--- src/rtl/mmio_arb_pkg.sv ---
// Shared types and widths for the two-master MMIO arbiter.
// Latency: n/a (declarations only).
// Backpressure: n/a.
package mmio_arb_pkg;

  // MMIO channel widths, identical to the soc request/response port.
  localparam int MMIO_ADDR_WIDTH = 32;
  localparam int MMIO_DATA_WIDTH = 32;

  // Arbiter FSM encoding.
  typedef enum logic [1:0] {
    ST_IDLE  = 2'b00,  // arbitrate between masters
    ST_ISSUE = 2'b01,  // present held request to soc
    ST_WAIT  = 2'b10,  // accept soc response
    ST_RESP  = 2'b11   // present captured response to owner
  } arb_state_t;

  // One MMIO transaction as carried on either the request or response side.
  typedef struct packed {
    logic                       cmd;   // 0 = read, 1 = write
    logic [MMIO_ADDR_WIDTH-1:0] addr;
    logic [MMIO_DATA_WIDTH-1:0] data;
  } mmio_xact_t;

  // Index of the set bit in a one-hot 2-bit grant (bit 1 set -> master 1).
  function automatic logic gnt_to_idx(input logic [1:0] gnt);
    return gnt[1];
  endfunction

endpackage

--- src/rtl/mmio_arb_rr.sv ---
// Two-way round-robin grant: a lone requester wins, a tie goes to the
// master that did not win last time. Purely combinational, zero latency.
// Backpressure: none; grant is only meaningful while the caller is idle.
// Ports: req[1:0] request vector, last_grant previous winner, gnt[1:0] one-hot.
module rr_arb2 (
  input  logic [1:0] req,
  input  logic       last_grant,
  output logic [1:0] gnt
);

  always_comb begin
    gnt = 2'b00;
    case (req)
      2'b01:   gnt = 2'b01;
      2'b10:   gnt = 2'b10;
      2'b11:   gnt = last_grant ? 2'b01 : 2'b10;
      default: gnt = 2'b00;
    endcase
  end

endmodule

--- src/rtl/mmio_arb.sv ---
// Two-master MMIO arbiter: round-robin grant, one transaction in flight,
// response steered back to the issuing master.
// Latency: accept -> s_req_val next cycle; s_resp -> mN_resp_val next cycle.
// Backpressure: s_req held indefinitely while s_req_rdy=0; response held
//   while owner's resp_rdy=0; no new grant until the RESP handshake.
// Ports: clk/rst_n; m0_*/m1_* master request+response; s_* soc request+
//   response; busy (state != IDLE); owner (master of current/last xact).
module mmio_arb
  import mmio_arb_pkg::*;
(
  input  logic                       clk,
  input  logic                       rst_n,
  // master 0
  input  logic                       m0_req_cmd,
  input  logic [MMIO_ADDR_WIDTH-1:0] m0_req_addr,
  input  logic [MMIO_DATA_WIDTH-1:0] m0_req_data,
  input  logic                       m0_req_val,
  output logic                       m0_req_rdy,
  output logic                       m0_resp_cmd,
  output logic [MMIO_ADDR_WIDTH-1:0] m0_resp_addr,
  output logic [MMIO_DATA_WIDTH-1:0] m0_resp_data,
  output logic                       m0_resp_val,
  input  logic                       m0_resp_rdy,
  // master 1
  input  logic                       m1_req_cmd,
  input  logic [MMIO_ADDR_WIDTH-1:0] m1_req_addr,
  input  logic [MMIO_DATA_WIDTH-1:0] m1_req_data,
  input  logic                       m1_req_val,
  output logic                       m1_req_rdy,
  output logic                       m1_resp_cmd,
  output logic [MMIO_ADDR_WIDTH-1:0] m1_resp_addr,
  output logic [MMIO_DATA_WIDTH-1:0] m1_resp_data,
  output logic                       m1_resp_val,
  input  logic                       m1_resp_rdy,
  // soc side
  output logic                       s_req_cmd,
  output logic [MMIO_ADDR_WIDTH-1:0] s_req_addr,
  output logic [MMIO_DATA_WIDTH-1:0] s_req_data,
  output logic                       s_req_val,
  input  logic                       s_req_rdy,
  input  logic                       s_resp_cmd,
  input  logic [MMIO_ADDR_WIDTH-1:0] s_resp_addr,
  input  logic [MMIO_DATA_WIDTH-1:0] s_resp_data,
  input  logic                       s_resp_val,
  output logic                       s_resp_rdy,
  // status
  output logic                       busy,
  output logic                       owner
);

  arb_state_t state;
  logic       last_grant;
  logic       owner_q;
  mmio_xact_t req_q;
  mmio_xact_t resp_q;

  // Registered handshake/status outputs, updated alongside the state.
  logic s_req_val_q;
  logic s_resp_rdy_q;
  logic busy_q;
  logic m0_resp_val_q;
  logic m1_resp_val_q;

  logic [1:0] req_vec;
  logic [1:0] gnt;
  logic       in_idle;
  logic       grant_fire;
  logic       owner_resp_rdy;
  mmio_xact_t m0_req;
  mmio_xact_t m1_req;
  mmio_xact_t s_resp;

  assign req_vec = {m1_req_val, m0_req_val};

  rr_arb2 u_rr (
    .req        (req_vec),
    .last_grant (last_grant),
    .gnt        (gnt)
  );

  // Grant is only offered in IDLE, so the non-owner sees rdy=0 elsewhere.
  assign in_idle    = (state == ST_IDLE);
  assign m0_req_rdy = in_idle & gnt[0];
  assign m1_req_rdy = in_idle & gnt[1];
  // gnt is non-zero only when the granted master is valid, so any grant fires.
  assign grant_fire = in_idle & (|gnt);

  assign m0_req = {m0_req_cmd, m0_req_addr, m0_req_data};
  assign m1_req = {m1_req_cmd, m1_req_addr, m1_req_data};
  assign s_resp = {s_resp_cmd, s_resp_addr, s_resp_data};

  assign owner_resp_rdy = owner_q ? m1_resp_rdy : m0_resp_rdy;

  always_ff @(posedge clk or negedge rst_n) begin
    if (!rst_n) begin
      state         <= ST_IDLE;
      last_grant    <= 1'b1;  // master 0 wins the first tie
      owner_q       <= 1'b0;
      req_q         <= '0;
      resp_q        <= '0;
      s_req_val_q   <= 1'b0;
      s_resp_rdy_q  <= 1'b0;
      busy_q        <= 1'b0;
      m0_resp_val_q <= 1'b0;
      m1_resp_val_q <= 1'b0;
    end else begin
      case (state)
        ST_IDLE: begin
          if (grant_fire) begin
            req_q       <= gnt[1] ? m1_req : m0_req;
            owner_q     <= gnt_to_idx(gnt);
            last_grant  <= gnt_to_idx(gnt);
            s_req_val_q <= 1'b1;
            busy_q      <= 1'b1;
            state       <= ST_ISSUE;
          end
        end
        ST_ISSUE: begin
          // Request stays parked in req_q for as long as soc stalls.
          if (s_req_rdy) begin
            s_req_val_q  <= 1'b0;
            s_resp_rdy_q <= 1'b1;
            state        <= ST_WAIT;
          end
        end
        ST_WAIT: begin
          if (s_resp_val) begin
            resp_q        <= s_resp;
            s_resp_rdy_q  <= 1'b0;
            m0_resp_val_q <= ~owner_q;
            m1_resp_val_q <= owner_q;
            state         <= ST_RESP;
          end
        end
        ST_RESP: begin
          if (owner_resp_rdy) begin
            m0_resp_val_q <= 1'b0;
            m1_resp_val_q <= 1'b0;
            busy_q        <= 1'b0;
            state         <= ST_IDLE;
          end
        end
        default: begin
          state <= ST_IDLE;
        end
      endcase
    end
  end

  // soc request side: straight from the holding register.
  assign s_req_val  = s_req_val_q;
  assign s_req_cmd  = req_q.cmd;
  assign s_req_addr = req_q.addr;
  assign s_req_data = req_q.data;
  assign s_resp_rdy = s_resp_rdy_q;

  // Response fields are only shown to the master whose valid is up, so the
  // other master never sees a stale transaction on its response bus.
  assign m0_resp_val  = m0_resp_val_q;
  assign m0_resp_cmd  = m0_resp_val_q & resp_q.cmd;
  assign m0_resp_addr = m0_resp_val_q ? resp_q.addr : '0;
  assign m0_resp_data = m0_resp_val_q ? resp_q.data : '0;

  assign m1_resp_val  = m1_resp_val_q;
  assign m1_resp_cmd  = m1_resp_val_q & resp_q.cmd;
  assign m1_resp_addr = m1_resp_val_q ? resp_q.addr : '0;
  assign m1_resp_data = m1_resp_val_q ? resp_q.data : '0;

  assign busy  = busy_q;
  assign owner = owner_q;

endmodule

--- config.mk ---
export PLATFORM = sky130hd
export DESIGN_NAME = mmio_arb
export DESIGN_NICKNAME = d
export VERILOG_FILES = /design/src/rtl/mmio_arb_pkg.sv /design/src/rtl/mmio_arb_rr.sv /design/src/rtl/mmio_arb.sv
export SDC_FILE = /design/constraint.sdc
export NUM_CORES = 1
export LEC_CHECK = 0
export CAP_MARGIN = 10
export CORE_AREA = 4 4 154 156
export CTS_CLUSTER_DIAMETER = 150
export CTS_CLUSTER_SIZE = 24
export DETAILED_ROUTE_END_ITERATION = 7
export DIE_AREA = 0 0 158 160
export DONT_BUFFER_PORTS = 1
export GPL_TIMING_DRIVEN = 0
export HOLD_SLACK_MARGIN = 0.05
export SLEW_MARGIN = 20
export SYNTH_ARGS = -nofsm -noshare
export SYNTH_HDL_FRONTEND = slang
export SYNTH_HIERARCHICAL = 1
export SYNTH_SLANG_ARGS = --single-unit
--- constraint.sdc ---
create_clock -name clk -period 4.7 [get_ports clk]
set_input_delay 0.235 -clock clk [delete_from_list [all_inputs] [get_ports clk]]
set_output_delay 0.235 -clock clk [all_outputs]
set_load 0.02 [all_outputs]
* Word level (Yosys, flattened, before mapping) *
Index checks and enable logic that the tools add are counted.
Widths: inputs -> output; s select.

operators by class
  equal/unequal tests = 10
  muxes and demuxes = 25
  bitwise logic cells = 6
  reductions and logical operators = 13

operator list
  cell                count
  $mux 32             4
  $mux 65             1
  $reduce_and 3->1    4
  $mux 2              5
  $pmux 1 s2          5
  $eq 2x2->1 const B  4
  $mux 1              8
  $pmux 2 s4          1
  $reduce_bool 2->1   4
  $ne 2x2->1 const B  3
  $pmux 2 s3          1
  $and 1x1->1         5
  $eq 2x1->1 const B  2
  $reduce_and 2->1    2
  $reduce_and 4->1    1
  $logic_not 2->1     1
  $ne 2x1->1 const B  1
  $reduce_or 2->1     1
  $not 1->1           1

word-level totals
  bits in registers = 139
  bits of input ports = 203

* Depth between registers and ports, before layout *
  depth in word-level cells = 6
  gate-level depth with buffers = 7
  mapped depth without buffers = 6

* Modules after synthesis *
The synthesis kept the hierarchy.

modules (own cells, without submodules)
  module    instances  cells each  area an instance (um^2)  sequential area each (um^2)
  mmio_arb  1          619         6826.5                   3479.6
  rr_arb2   1          3           18.8                     0.0

* Worst setup path after synthesis *
No wires, ideal clock.

  kind = flip-flop to flip-flop
  start point = register state[0]
  end point = register resp_q[12] in the netlist's numbering
  library setup time = 0.125 ns
  arrival = 1.484 ns
  data required time = 4.575 ns
  setup slack = 3.091 ns
  cell stages (with the launch flop) = 7
  buffers on the path = 2
  period minus slack after synthesis = 1.609 ns
  path through = dfrtp_1 > inv_1 > ha_1 > nand2_1 > buf_2 > buf_6 > mux2_2

between the ends
  longest elaborated chain between the ends = 2

ends and longest elaborated chain
  item                               RTL line         RTL
  start: declaration                 mmio_arb.sv:51   arb_state_t state;
  start signal: assignment           mmio_arb.sv:96   state <= ST_IDLE;
  start signal: assignment           mmio_arb.sv:115  state <= ST_ISSUE;
  start signal: assignment           mmio_arb.sv:123  state <= ST_WAIT;
  $eq 2x2->1                         mmio_arb.sv:107  case (state)
  $reduce_and 2->1 (no source line)  n/a
  end signal: assignment             mmio_arb.sv:128  resp_q <= s_resp;
  end: declaration                   mmio_arb.sv:55   mmio_xact_t resp_q;

Every way passes these cells.
A chain may end at the register's enable or synchronous reset.

* Worst setup path after layout *
  start point = register m0_resp_val_q, in the netlist m0_resp_val
  end point = output port m0_resp_data[24]

between the ends
  longest elaborated chain between the ends = 1

ends and longest elaborated chain
  item                      RTL line         RTL
  start: declaration        mmio_arb.sv:61   logic m0_resp_val_q;
  start signal: assignment  mmio_arb.sv:130  m0_resp_val_q <= ~owner_q;
  $mux 32                   mmio_arb.sv:162  assign m0_resp_data = m0_resp_val_q ? resp_q.data : '0;
  end: declaration          mmio_arb.sv:21   output logic [MMIO_DATA_WIDTH-1:0] m0_resp_data,

Every way passes these cells.

==> results.sh <==
export IMPL_status="completed"
export IMPL_setup_viol=0
export IMPL_final_net_count=1020
export IMPL_tightest_slew_ns=0.7202
export IMPL_drtIter0Drc=208
export IMPL_fillers=2102
export IMPL_path_max_fanout=10
export IMPL_powerDensity_nw_per_um2=682.5
export IMPL_clk_pin_slew_worst_paths_ns=0.06
export IMPL_worstPathArrival_ns=2.09
export IMPL_skew_ns=0.009868
export IMPL_cp_end_kind="primary output"
export IMPL_start_kind="register"
export IMPL_drt_total_wl_mm=23.07
export IMPL_cts_buffers=17
export IMPL_start_util=0.3061
export IMPL_grt_antenna_before_repair=1
export IMPL_synthDistinctLibCells=33
export IMPL_synthArstFlopShare=1.000
export IMPL_syn_inst=622
export IMPL_rows=55
export IMPL_p_leak_nw=4.215
export IMPL_first_global_vias=5640
export IMPL_synth_edff_count=0
export IMPL_grt_pass1_wl_mm=33.14
export IMPL_syn_nets=832
export IMPL_crit_slowest_cell="dfrtp_1"
export IMPL_finalHoldViolations=0
export IMPL_fin_setup_tns_ns=0
export IMPL_place_gp_congestion=0.8246
export IMPL_cts_sinks=139
export IMPL_critPathTopFamily="buffers and inverters"
export IMPL_cts_path_max_buffers=2
export IMPL_syn_area_um2=6845
export IMPL_postRouteAntennaNets=0
export IMPL_port_buffers=0
export IMPL_die_area_um2=25280
export IMPL_worst_path_buf_inv=2
export IMPL_stdcell_count=1109
export IMPL_grt_max_degree=140
export IMPL_worstPathRequired_ns=4.47
export IMPL_vias=5516
export IMPL_slowest_delay_ns=0.51
export IMPL_final_min_clock_period_ns=2.330
export IMPL_synth_common_cells="dfrtp_1, and2_1, nand2_1"
export IMPL_overflow=0
export IMPL_pre_cts_ws_ns=2.616
export IMPL_cts_tree="yes"
export IMPL_htree_num_levels=4
export IMPL_synthTopCellsByArea="dfrtp_1, and2_1, mux2_2, mux2i_1, o21ai_0"
export IMPL_slew_headroom=0.5188
export IMPL_cts_hold_fix_buffers=168
export IMPL_synth_top_area_frac=0.5045
export IMPL_syn_to_final_growth_pct=38.91
export IMPL_critPathKind="reg2out"
export IMPL_synthMostInstantiatedCell="dfrtp_1"
export IMPL_fin_util=0.4252
export IMPL_hold_class="in2reg"
export IMPL_drv_cap=0
export IMPL_max_freq_mhz=429.3
export IMPL_cts_root_buf="clkbuf_16"
export IMPL_grt_total_usage=0.1716
export IMPL_cts_resized=0
export IMPL_final_max_slew_viol_count=0
export IMPL_setup_ws_ns=2.370
export IMPL_yosys_warnings=6
export IMPL_postPlaceCellArea_um2=7202
export IMPL_multi_input_area_um2=3118
export IMPL_hpwl_mm=16.93
export IMPL_yosys_register_bits=139
export IMPL_drive_above_1_share=0.1569
export IMPL_clk_latency_ns=0.41
export IMPL_seq_area_um2=3480
export IMPL_wl_per_cell_um=20.80
export IMPL_avgSynthCellArea_um2=11.01
export IMPL_synth_largest_area_cell="dfrtp_1"
export IMPL_design_area_um2=9509
export IMPL_vdd_drop_max_uv=258.0
export IMPL_ios=406
export IMPL_rsz0062_at_grt="no"
export IMPL_cp_cell_sequence="buf_1, clkbuf_1, and2_1"
export IMPL_dp_cells=907
export IMPL_die_h_um=160
export IMPL_yosysSeqAreaShare=0.5083
export IMPL_period_share=0.4957
export IMPL_ys_flop_type="dfrtp_1"
export IMPL_dr_pass1_iters=4
export IMPL_drc=0
export IMPL_core_um2=22370
export IMPL_die_w_um=158
export IMPL_cts_setup_buffers=0
export IMPL_viasPerCell=4.974
[routing by layer]
layer  routed length (um)  global-route usage
met4                  290             0.04692
met2                12330              0.3185
met5                    0                   0
met3                 1687             0.04607
met1                 8765              0.1909
[through the flow]
stage / total power, W / hold WS [ns]
after floorplan: 0.004366 / -0.06059
after global placement: 0.004919 / -0.05522
final: 0.006490 / 0.06131
after detailed placement: 0.004984 / -0.05524
after CTS: 0.006551 / 0.05010
after global routing: 0.006880 / 0.05412
[path summary, 6_finish.rpt]
path	startpoint	end	slack, ns	cells after the start
min reg2reg	resp_q[23]$_DFFE_PN0P_	resp_q[23]$_DFFE_PN0P_	0.52	1
min in group asynchronous	rst_n	resp_q[6]$_DFFE_PN0P_	0.50	2
max in group asynchronous	rst_n	s_req_addr[10]$_DFFE_PN0P_	3.64	2
max	m0_resp_val$_DFFE_PN0P_	m0_resp_data[24]	2.37	3
min	m0_req_data[5]	s_req_data[5]$_DFFE_PN0P_	0.06	2
max reg2reg	last_grant$_DFFE_PN1P_	s_req_addr[20]$_DFFE_PN0P_	2.48	6
[kinds of logic (layout without fill, tap and decap cells)]
family                   count (synthesis)  after routing  share of synthesized area
AO/OA/AOI/OAI                           80             80                    0.06306
adder cells (fa/ha/maj)                  7              7                    0.01279
buffers and inverters                   47            247                    0.03619
flip-flops                             139            139                     0.5083
multiplexers                           135            135                     0.2107
other                                    0              2                          0
AND/OR/NAND/NOR                        214            214                     0.1689
[layout by cell type (no fill, tap or decap), types with 3 or more instances in the layout]
master	instances
and2_1	132
buf_2	18
buf_4	3
buf_6	5
clkbuf_1	16
clkbuf_16	17
clkinv_4	3
clkinvlp_4	3
dfrtp_1	138
dlygate4sd3_1	168
ha_1	7
inv_1	4
inv_6	3
mux2_2	65
mux2i_1	68
nand2_1	72
nor2_1	3
o21ai_0	61
o21ai_1	7
[flip-flops by register name, indices dropped and copies added (netlist names)]
| name | cells |
|---|---|
| resp_q | 65 |
| s_req_addr | 32 |
| s_req_data | 32 |
| state | 2 |
| busy | 1 |
| last_grant | 1 |
| m0_resp_val | 1 |
| m1_resp_val | 1 |
| owner | 1 |
| s_req_cmd | 1 |
| s_req_val | 1 |
| s_resp_rdy | 1 |
[where the power goes]
part / leakage (nW) / total [W] / switching, W / internal (W)
logic: 2.25 / 0.00249 / 0.00149 / 0.000991
registers: 1.68 / 0.00265 / 0.000855 / 0.00179
clock network: 0.282 / 0.00136 / 0.000543 / 0.000814
total: 4.22 / 0.00649 / 0.00289 / 0.00360
[final cells by class]
cell class | instances | share of cell area
Antenna cell | 2 | 0.0005263
Buffer | 43 | 0.02447
Clock buffer | 19 | 0.04763
Clock inverter | 12 | 0.01474
Inverter | 4 | 0.001579
Multi-Input combinational cell | 436 | 0.3279
Sequential cell | 139 | 0.3659
Tap cell | 285 | 0.03750
Timing Repair Buffer | 169 | 0.1797
Note: power is estimated with default switching activity, not from simulation.
